<file path="src/rtl/sub_32_serial_if.sv">
// rtl/sub_32_serial_if.sv - start/busy/done handshake and operand/result bundle for sub_32_serial
interface sub_32_serial_if #(
    parameter int WIDTH = 32
);
    logic             start;
    logic [WIDTH-1:0] a;
    logic [WIDTH-1:0] b;
    logic             bin;
    logic             busy;
    logic             done;
    logic [WIDTH-1:0] diff;
    logic             bout;
    logic             overflow;
    logic             zero;

    modport master (
        output start, a, b, bin,
        input  busy, done, diff, bout, overflow, zero
    );

    modport slave (
        input  start, a, b, bin,
        output busy, done, diff, bout, overflow, zero
    );
endinterface

</file>
<file path="src/rtl/sub_32_serial.sv">
// rtl/sub_32_serial.sv - multi-cycle a - b - bin subtractor, STEP bits per cycle; SUB_ZERO_FLAG_EN adds zero flag
module sub_32_serial #(
    parameter int WIDTH = 32,
    parameter int STEP  = 4
) (
    input  logic          clk,
    input  logic          reset,
    sub_32_serial_if.slave bus
);
    localparam int N  = WIDTH / STEP;
    localparam int CW = (N > 1) ? $clog2(N) : 1;

    typedef enum logic [1:0] {
        S_IDLE,
        S_RUN,
        S_DONE
    } state_t;

    state_t           state_q, state_d;
    logic [WIDTH-1:0] a_q, a_d;
    logic [WIDTH-1:0] b_q, b_d;
    logic [WIDTH-1:0] res_q, res_d;
    logic [CW-1:0]    cnt_q, cnt_d;
    logic             borrow_q, borrow_d;
    logic             a_msb_q, a_msb_d;
    logic             b_msb_q, b_msb_d;
    logic             busy_q, busy_d;
    logic             done_q, done_d;
    logic [WIDTH-1:0] diff_q, diff_d;
    logic             bout_q, bout_d;
    logic             ovf_q, ovf_d;
`ifdef SUB_ZERO_FLAG_EN
    logic             zero_q, zero_d;
`endif

    logic [STEP:0]    slice_full;
    logic [STEP-1:0]  slice;
    logic             slice_borrow;
    logic [WIDTH-1:0] res_next;

    // One STEP-wide borrow subtract; the extra top bit goes negative exactly when a borrow is needed.
    assign slice_full   = {1'b0, a_q[STEP-1:0]} - {1'b0, b_q[STEP-1:0]} - {{STEP{1'b0}}, borrow_q};
    assign slice        = slice_full[STEP-1:0];
    assign slice_borrow = slice_full[STEP];
    assign res_next     = {slice, res_q[WIDTH-1:STEP]};

    always_ff @(posedge clk) begin
        if (reset) begin
            state_q  <= S_IDLE;
            a_q      <= '0;
            b_q      <= '0;
            res_q    <= '0;
            cnt_q    <= '0;
            borrow_q <= 1'b0;
            a_msb_q  <= 1'b0;
            b_msb_q  <= 1'b0;
            busy_q   <= 1'b0;
            done_q   <= 1'b0;
            diff_q   <= '0;
            bout_q   <= 1'b0;
            ovf_q    <= 1'b0;
`ifdef SUB_ZERO_FLAG_EN
            zero_q   <= 1'b0;
`endif
        end else begin
            state_q  <= state_d;
            a_q      <= a_d;
            b_q      <= b_d;
            res_q    <= res_d;
            cnt_q    <= cnt_d;
            borrow_q <= borrow_d;
            a_msb_q  <= a_msb_d;
            b_msb_q  <= b_msb_d;
            busy_q   <= busy_d;
            done_q   <= done_d;
            diff_q   <= diff_d;
            bout_q   <= bout_d;
            ovf_q    <= ovf_d;
`ifdef SUB_ZERO_FLAG_EN
            zero_q   <= zero_d;
`endif
        end
    end

    always_comb begin
        state_d  = state_q;
        a_d      = a_q;
        b_d      = b_q;
        res_d    = res_q;
        cnt_d    = cnt_q;
        borrow_d = borrow_q;
        a_msb_d  = a_msb_q;
        b_msb_d  = b_msb_q;
        busy_d   = busy_q;
        done_d   = 1'b0;
        diff_d   = diff_q;
        bout_d   = bout_q;
        ovf_d    = ovf_q;
`ifdef SUB_ZERO_FLAG_EN
        zero_d   = zero_q;
`endif

        case (state_q)
            S_IDLE, S_DONE: begin
                if (state_q == S_DONE) begin
                    state_d = S_IDLE;
                end
                if (bus.start) begin
                    a_d      = bus.a;
                    b_d      = bus.b;
                    a_msb_d  = bus.a[WIDTH-1];
                    b_msb_d  = bus.b[WIDTH-1];
                    borrow_d = bus.bin;
                    cnt_d    = '0;
                    busy_d   = 1'b1;
                    state_d  = S_RUN;
                end
            end
            S_RUN: begin
                a_d      = a_q >> STEP;
                b_d      = b_q >> STEP;
                res_d    = res_next;
                borrow_d = slice_borrow;
                cnt_d    = cnt_q + CW'(1);
                // Results are published only here, so partial slices never reach the outputs.
                if (cnt_q == CW'(N - 1)) begin
                    diff_d  = res_next;
                    bout_d  = slice_borrow;
                    ovf_d   = (a_msb_q != b_msb_q) && (res_next[WIDTH-1] != a_msb_q);
`ifdef SUB_ZERO_FLAG_EN
                    zero_d  = (res_next == '0);
`endif
                    cnt_d   = '0;
                    busy_d  = 1'b0;
                    done_d  = 1'b1;
                    state_d = S_DONE;
                end
            end
            default: begin
                state_d = S_IDLE;
                busy_d  = 1'b0;
            end
        endcase
    end

    assign bus.busy     = busy_q;
    assign bus.done     = done_q;
    assign bus.diff     = diff_q;
    assign bus.bout     = bout_q;
    assign bus.overflow = ovf_q;
`ifdef SUB_ZERO_FLAG_EN
    assign bus.zero     = zero_q;
`else
    assign bus.zero     = 1'b0;
`endif
endmodule

</file>
<file path="src/flat_wrapper.sv">
// flat-port wrapper written by rule: the top's interface ports become plain ports
module sub_32_serial_flat 
#(
    parameter int WIDTH = 32,
    parameter int STEP  = 4
)
  (clk, reset, bus_start, bus_a, bus_b, bus_bin, bus_busy, bus_done, bus_diff, bus_bout, bus_overflow, bus_zero);
  sub_32_serial_if #(.WIDTH(WIDTH)) bus_i ();
  input  logic clk;
  input  logic reset;
  input wire logic [$bits(bus_i.start)-1:0] bus_start;
  input wire logic [$bits(bus_i.a)-1:0] bus_a;
  input wire logic [$bits(bus_i.b)-1:0] bus_b;
  input wire logic [$bits(bus_i.bin)-1:0] bus_bin;
  output wire logic [$bits(bus_i.busy)-1:0] bus_busy;
  output wire logic [$bits(bus_i.done)-1:0] bus_done;
  output wire logic [$bits(bus_i.diff)-1:0] bus_diff;
  output wire logic [$bits(bus_i.bout)-1:0] bus_bout;
  output wire logic [$bits(bus_i.overflow)-1:0] bus_overflow;
  output wire logic [$bits(bus_i.zero)-1:0] bus_zero;
  assign bus_i.start = bus_start;
  assign bus_i.a = bus_a;
  assign bus_i.b = bus_b;
  assign bus_i.bin = bus_bin;
  assign bus_busy = bus_i.busy;
  assign bus_done = bus_i.done;
  assign bus_diff = bus_i.diff;
  assign bus_bout = bus_i.bout;
  assign bus_overflow = bus_i.overflow;
  assign bus_zero = bus_i.zero;
  sub_32_serial #(.WIDTH(WIDTH), .STEP(STEP)) u_core (.clk(clk), .reset(reset), .bus(bus_i));
endmodule
</file>
<file path="config.mk">
export PLATFORM = sky130hd
export DESIGN_NAME = sub_32_serial_flat
export DESIGN_NICKNAME = d
export VERILOG_FILES = /design/src/rtl/sub_32_serial_if.sv /design/src/rtl/sub_32_serial.sv /design/src/flat_wrapper.sv
export SDC_FILE = /design/constraint.sdc
export NUM_CORES = 1
export LEC_CHECK = 0
export ABC_AREA = 1
export CORE_MARGIN = 10
export CORE_UTILIZATION = 36
export DETAILED_ROUTE_END_ITERATION = 8
export PLACE_DENSITY = 0.69
export RECOVER_POWER = 100
export SYNTH_ARGS = -nofsm -noshare
export SYNTH_HDL_FRONTEND = slang
export SYNTH_SLANG_ARGS = --single-unit
</file>
<file path="constraint.sdc">
create_clock -name clk -period 1.7 [get_ports clk]
set_input_delay 0.425 -clock clk [delete_from_list [all_inputs] [get_ports clk]]
set_output_delay 0.425 -clock clk [all_outputs]
set_load 0.02 [all_outputs]
</file>
==> run metrics, run 1 <==
outcome=finished clean; vias=4618; H-tree levels=4; pre-CTS setup slack=-69.3 ps; dpl cell area=6490 um2; Yosys cell types=26; CP max stage cell=fa_2; Core Region=14400 um2; Pwr Density=1170 nW/um2; Worst R2R Setup Slack=50 ps; post-synthesis sequential element count=136; initial antenna violation count=1; critical path type=flip-flop to flip-flop; DRT Wirelength=13.4 mm; routability cong.=0.767; IO Port Bufs=103; Slew @ Worst Pin=588 ps; Starting Density=36.6%; Hold Crit Depth=2; Worst-path clk slew=60 ps; clock sink total=136; clock root cell=clkbuf_16; startpoint types=flip-flop; drt pass-1 iters=4; CP startpoint=u_core.b_q[0]; maxcap violations=0; largest net degree at the start of global routing=59; layout cells sized above 1=8.25%; crit path DAT=1960 ps; WL per Instance=13.8 um; most used cell, CP=nand2_1; Hold Startpoint=u_core.res_q[29]; Top Ports=105; synth top area cells=dfxtp_1 (52%), nor2_1 (11%), o21ai_0 (8.8%); Mapped Area=5280 um2; Final min period=1650 ps; CTS tree=done; Nets=851; cells after synthesis=679; fmax=0.608 GHz; delay-heaviest family, CP=adder cells; max-slew violation count=0; drt drc=0; hold_buf cts=0; Largest stage delay, worst path=420 ps; Worst VDD drop=0.734 mV; LEAKAGE=3.10 nW; Initial DRC Count=341; fin area=7070 um2; crit path cell chain=inv_2 > fa_2 > ha_4 > nand2_2 > nand3_1 > nand2_1 > nand2_1 > o21ai_1 > inv_1; worst path buffer plus inverter count=2; clock buffer depth=2; area growth from synthesis to layout=33.9%; worst-case reg-to-reg path depth=9; syn nets=755; dpl hpwl=9.39 mm; maximum fanout along the worst path=3; fraction of the yosys area taken by sequential cells=51.6%; Clock Latency Late Sink=410 ps; Yosys top cell area share=51.6%; Final Setup Violations=0; Crit. End Element=flip-flop; post-route ant nets=0; RSZ-0062 raised after global routing=yes; worst r2r src=u_core.b_q[0]; worst r2r dst=u_core.res_q[31]; DIE HEIGHT=141 um; WP data required=2010 ps; final setup skew=6.83 ps; site row count=44; gr usage total=13.5%; total grt overflow=0; post-DR vias/cell=4.75; Syn Area/Cell=7.77 um2; Num CTS Buffers=17; Hold/Removal Path Class=flip-flop to flip-flop; first-pass GRT wire length=22.0 mm; WHS Endpoint=u_core.bus.diff[25]; Hold Fails Final Rpt=0; YS warnings=0; Max-slew headroom=60.8%; Yosys top cell by area=dfxtp_1; fin util=49.0%; die area=19900 um2; vias in the first global route=4502; final setup margin=53.9 ps; Final Cycle Share=96.8%; Die W=141 um
## where the power goes
| part | internal, mW | switching, mW | total [mW] | leakage [nW] |
|---|---|---|---|---|
| sequential | 3.41 | 0.120 | 3.53 | 1.12 |
| combinational | 0.442 | 0.545 | 0.987 | 1.69 |
| clock | 2.46 | 1.30 | 3.76 | 0.293 |
| total | 6.31 | 1.97 | 8.28 | 3.10 |
## registers in the layout, summed over array words and instances, names as in the netlist
| signal | count |
|---|---|
| u_core.bus.done | 1 |
| u_core.b_msb_q | 1 |
| u_core.state_q | 2 |
| u_core.borrow_q | 1 |
| u_core.bus.bout | 1 |
| u_core.bus.overflow | 1 |
| u_core.cnt_q | 3 |
| u_core.bus.busy | 1 |
| u_core.b_q | 32 |
| u_core.bus.diff | 32 |
| u_core.res_q | 28 |
| u_core.a_msb_q | 1 |
| u_core.a_q | 32 |
## cell type report
class                           count  area [um2]
Multi-Input combinational cell    460        2170
Clock inverter                      7         115
Timing Repair Buffer              123        1190
Tap cell                          184         230
Inverter                           37         141
Clock buffer                       25         495
Antenna cell                        1        2.50
Sequential cell                   136        2730
Fill cell                        1441        7360
## layout by cell type, fill, tap and decap left out, types with 6 or more instances in the layout
| master | count |
|---|---|
| a211oi_1 | 6 |
| buf_4 | 11 |
| clkdlybuf4s50_1 | 66 |
| nor2_1 | 150 |
| nor3_1 | 51 |
| o21ai_1 | 9 |
| dfxtp_1 | 134 |
| nand2_1 | 73 |
| inv_1 | 29 |
| dlygate4sd2_1 | 36 |
| inv_2 | 6 |
| a21oi_1 | 27 |
| clkbuf_16 | 17 |
| nand3_1 | 33 |
| o21ai_0 | 92 |
## kinds of logic after synthesis
| group | count (synthesis) | synth area share [%] |
|---|---|---|
| and+or+nand+nor | 313 | 24.9 |
| AOI/OAI and AO/OA | 137 | 13.4 |
| DFF | 136 | 51.6 |
| buffers and inverters | 83 | 7.68 |
| adders and majority gates | 8 | 2.18 |
| xor gates and xnor gates | 1 | 0.166 |
| other | 1 | 0.0711 |
## synth_stat cells
cell,instances
a21o_1,1
ha_1,6
dfxtp_1,136
o21ai_1,8
nor3_1,51
nand2_4,3
nor2_4,1
buf_2,29
inv_2,5
clkinv_1,1
xnor2_1,1
clkbuf_2,1
inv_1,31
a21oi_1,28
o21ai_0,93
nand4_1,2
buf_6,5
nand3_1,33
conb_1,1
o21a_1,1
clkbuf_1,6
fa_1,2
nand2_1,73
a211oi_1,6
buf_4,5
nor2_1,150
## worst reg2reg max path: stages (launching register included)
cell,delay [ps]
dfxtp_2,320
inv_2,40
fa_2,420
ha_4,230
nand2_2,80
nand3_1,90
nand2_1,100
nand2_1,70
o21ai_1,140
inv_1,60
## stage by stage
step	cells	TNS, ps	hold slack [ps]	total power, mW
2_1_floorplan	679	0	430	4.20
3_3_place_gp	939	-19.2	446	4.55
3_5_place_dp	939	-129	449	4.57
4_1_cts	971	0	457	8.33
5_1_grt	973	-89.1	466	8.64
6_report	973	0	455	8.28
## worst max path at each step
| stage | endpoint | slack, ps | cells after the start |
|---|---|---|---|
| floorplan | u_core.bus.diff[31] | 60 | 9 |
| global placement | u_core.bus.diff[31] | -20 | 9 |
| detailed placement | u_core.bus.diff[31] | -70 | 9 |
| CTS | u_core.res_q[31] | 9 | 9 |
| global route | u_core.a_q[29] | -20 | 6 |
| finish | u_core.res_q[31] | 50 | 9 |
## per-layer routing
layer  up-vias  GRT usage, %  routed length, um
met5         -             0                  0
met4         0          4.24                139
met3        14          5.74               1050
met2       122          20.8               6050
met1      2074          16.6               6150
li1       2408             -                  -
## repair_timing
item | in CTS | in global routing
gates resized for setup | 39 | 11
endpoints found under the setup margin | 39 | 25
hold endpoints to repair | 0 | 0
buffers inserted | 0 | 1
pin swaps | 0 | 4
No activity file was read; power rests on OpenSTA's default activity.
==> run 2, diff against run 1 <==
--- a/config.mk
+++ b/config.mk
@@ -5,11 +5,10 @@
 export SDC_FILE = /design/constraint.sdc
 export NUM_CORES = 1
 export LEC_CHECK = 0
-export ABC_AREA = 1
 export CORE_MARGIN = 10
 export CORE_UTILIZATION = 36
 export DETAILED_ROUTE_END_ITERATION = 8
-export PLACE_DENSITY = 0.69
+export PLACE_DENSITY = 0.7
 export RECOVER_POWER = 100
 export SYNTH_ARGS = -nofsm -noshare
 export SYNTH_HDL_FRONTEND = slang
==> run metrics, run 2 <==
commonest non-fill, non-tap cell in the layout=dfxtp_1 (was nor2_1); layout cells sized above 1=12.3% (was 8.25%); Worst-path clk slew=60 ps (about the same); violated checks=setup timing; fmax=0.497 GHz (was 0.608 GHz); fraction of the yosys area taken by sequential cells=53.9% (was 51.6%); maxcap violations=0 (unchanged); clock sink total=136 (unchanged); Pwr Density=1160 nW/um2 (was 1170 nW/um2); Multi-input gate area=2170 um2 (about the same); WP data required=2030 ps (was 2010 ps); initial antenna violation count=0 (was 1); gr usage total=14.2% (was 13.5%); Syn Area/Cell=8.28 um2 (was 7.77 um2); dpl hpwl=9.66 mm (was 9.39 mm); Top FF cell, synth=dfxtp_1 (unchanged); post-route ant nets=0 (unchanged); final setup margin=-312 ps (was 53.9 ps); Nets=786 (was 851); Worst VDD drop=0.680 mV (was 0.734 mV); routability cong.=0.835 (was 0.767); post-DR vias/cell=5.10 (was 4.75); Worst Hold Slack=433 ps (was 455 ps); Mapped Area=5050 um2 (was 5280 um2); CTS tree=done (unchanged); hold_buf cts=0 (unchanged); Yosys cell types=28 (was 26); total area of sequential cells=2730 um2 (about the same); LEAKAGE=2.74 nW (was 3.10 nW); Num CTS Buffers=17 (unchanged); maximum fanout along the worst path=2 (was 3); Initial DRC Count=271 (was 341); vias=4607 (was 4618); n_diodes=0 (was 1); Final Setup Violations=56 (was 0); Crit. End Element=flip-flop (unchanged); total grt overflow=0 (unchanged); critical path type=flip-flop to flip-flop (unchanged); H-tree levels=4 (unchanged); DRT Wirelength=13.8 mm (was 13.4 mm); Max-slew headroom=48.9% (was 60.8%); Starting Density=36.5% (was 36.6%); outcome=complete, but fails checks (was finished clean); Tot Pwr=8.21 mW (was 8.28 mW); WL per Instance=15.3 um (was 13.8 um); Yosys top cell by area=dfxtp_1 (unchanged); most numerous cell types in the synthesized netlist=dfxtp_1 (136), nand2_1 (124), nor2_1 (71), a21oi_1 (66), o22ai_1 (56) (was nor2_1 (150), dfxtp_1 (136), o21ai_0 (93), nand2_1 (73), nor3_1 (51)); clock root cell=clkbuf_16 (unchanged); RSZ-0062 raised after global routing=yes (unchanged); Yosys top cell area share=53.9% (was 51.6%); Core Region=13800 um2 (was 14400 um2); Final Cycle Share=118% (was 96.8%); vias in the first global route=4687 (was 4502); commonest non-fill, non-tap cells in the layout=dfxtp_1 (133), nand2_1 (122), nor2_1 (71) (was nor2_1 (150), dfxtp_1 (134), o21ai_0 (92)); setup TNS=-3130 ps (was 0 ps); site row count=43 (was 44); max-slew violation count=0 (unchanged); final setup skew=6.76 ps (was 6.83 ps); YS warnings=0 (unchanged); Die W=138 um (was 141 um); DIE HEIGHT=138 um (was 141 um); Async SR Flop Fraction=0% (unchanged); Hold/Removal Path Class=input pin to flip-flop (was flip-flop to flip-flop); area growth from synthesis to layout=39.8% (was 33.9%); most frequent cell after synthesis=dfxtp_1 (was nor2_1); crit path DAT=2340 ps (was 1960 ps); die area=19200 um2 (was 19900 um2); clock buffer depth=2 (unchanged); Filler Cells Inserted=1267 (was 1441); Post-synth EDFFs=0 (unchanged); Clock Latency Late Sink=420 ps (was 410 ps); cells after synthesis=610 (was 679); Final min period=2010 ps (was 1650 ps); Hold Fails Final Rpt=0 (unchanged); Slew @ Worst Pin=766 ps (was 588 ps); IO Port Bufs=103 (unchanged); synth top area cells=dfxtp_1 (54%), nand2_1 (9.2%), o22ai_1 (6.9%) (was dfxtp_1 (52%), nor2_1 (11%), o21ai_0 (8.8%)); first-pass GRT wire length=22.7 mm (was 22.0 mm); largest net degree at the start of global routing=52 (was 59); drt pass-1 iters=5 (was 4); drt drc=0 (unchanged); post-synthesis sequential element count=136 (unchanged); syn nets=686 (was 755); Top Ports=105 (unchanged); startpoint types=flip-flop (unchanged)
run 2: changes by cell type in the layout (fill, tap and decap cells not counted), sizes merged, moves of 4 or more:
cell / before / now
o22ai: 0 / 56
clkbuf: 28 / 22
nand3: 33 / 0
a22oi: 0 / 7
nor2: 151 / 72
buf: 17 / 27
a21oi: 28 / 66
nand2: 76 / 124
nor2b: 0 / 4
a211oi: 6 / 10
inv: 36 / 11
o21ai: 101 / 2
run 2: critical path, cell delays in order, from the launching register on:
cell,delay (ps)
dfxtp_2,330
fa_2,420
ha_4,290
nand2_4,50
and3b_4,180
or4b_4,480
a311oi_2,190
run 2: final cells by class:
class / count / share of cell area (%)
flip-flops and latches: 136 / 38.6
well taps: 180 / 3.19
inverters: 9 / 0.478
clock buffers: 19 / 6.27
repair buffers: 132 / 18.7
clock inverters: 13 / 2.07
multi-input cells: 414 / 30.7
run 2: metal layers:
metal	vias up	track usage [%]	part of all wire, %
met4	0	4.66	1.1
met5	-	0	0
met2	143	23.5	49
met3	21	5.38	7.5
li1	2284	-	-
met1	2159	16.4	43
run 2: cell families after synthesis:
group | count (synthesis) | share of synthesized area (%)
flops | 136 | 53.9
compound gates | 143 | 16.7
xor+xnor | 2 | 0.347
buf+inv | 60 | 4.98
fa+ha+maj | 8 | 2.28
simple gates | 260 | 21.7
other cells | 1 | 0.0742
run 2: through the flow:
stage	utilization, %	setup slack (ps)	instance area, um2	std cells
after floorplan	-	-251	5070	610
after CTS	50.7	-310	7010	902
after global placement	46.8	-268	6470	870
final	51.1	-312	7060	903
after detailed placement	46.8	-301	6470	870
after global routing	51.1	-379	7060	903
run 2: power breakdown:
| part | leakage, nW | switching [mW] | internal (mW) | total [mW] |
|---|---|---|---|---|
| sequential | 1.11 | 0.112 | 3.37 | 3.48 |
| clock | 0.272 | 1.41 | 2.21 | 3.61 |
| combinational | 1.36 | 0.556 | 0.563 | 1.12 |
run 2: what timing repair did:
action                                  in CTS  in global routing
pin swaps                                    1                  8
resized for setup                           36                 18
buffers inserted                             0                  1
endpoints found under the setup margin      40                  9
run 2: path summary, 6_finish.rpt:
kind	cells past startpoint	to	from	slack, ps
hold / removal	2	u_core.a_q[29]	reset	430
setup / recovery	6	u_core.bus.overflow	u_core.a_q[0]	-310
hold reg to reg	2	u_core.bus.diff[24]	u_core.bus.diff[24]	450
setup reg to reg	6	u_core.bus.overflow	u_core.a_q[0]	-310
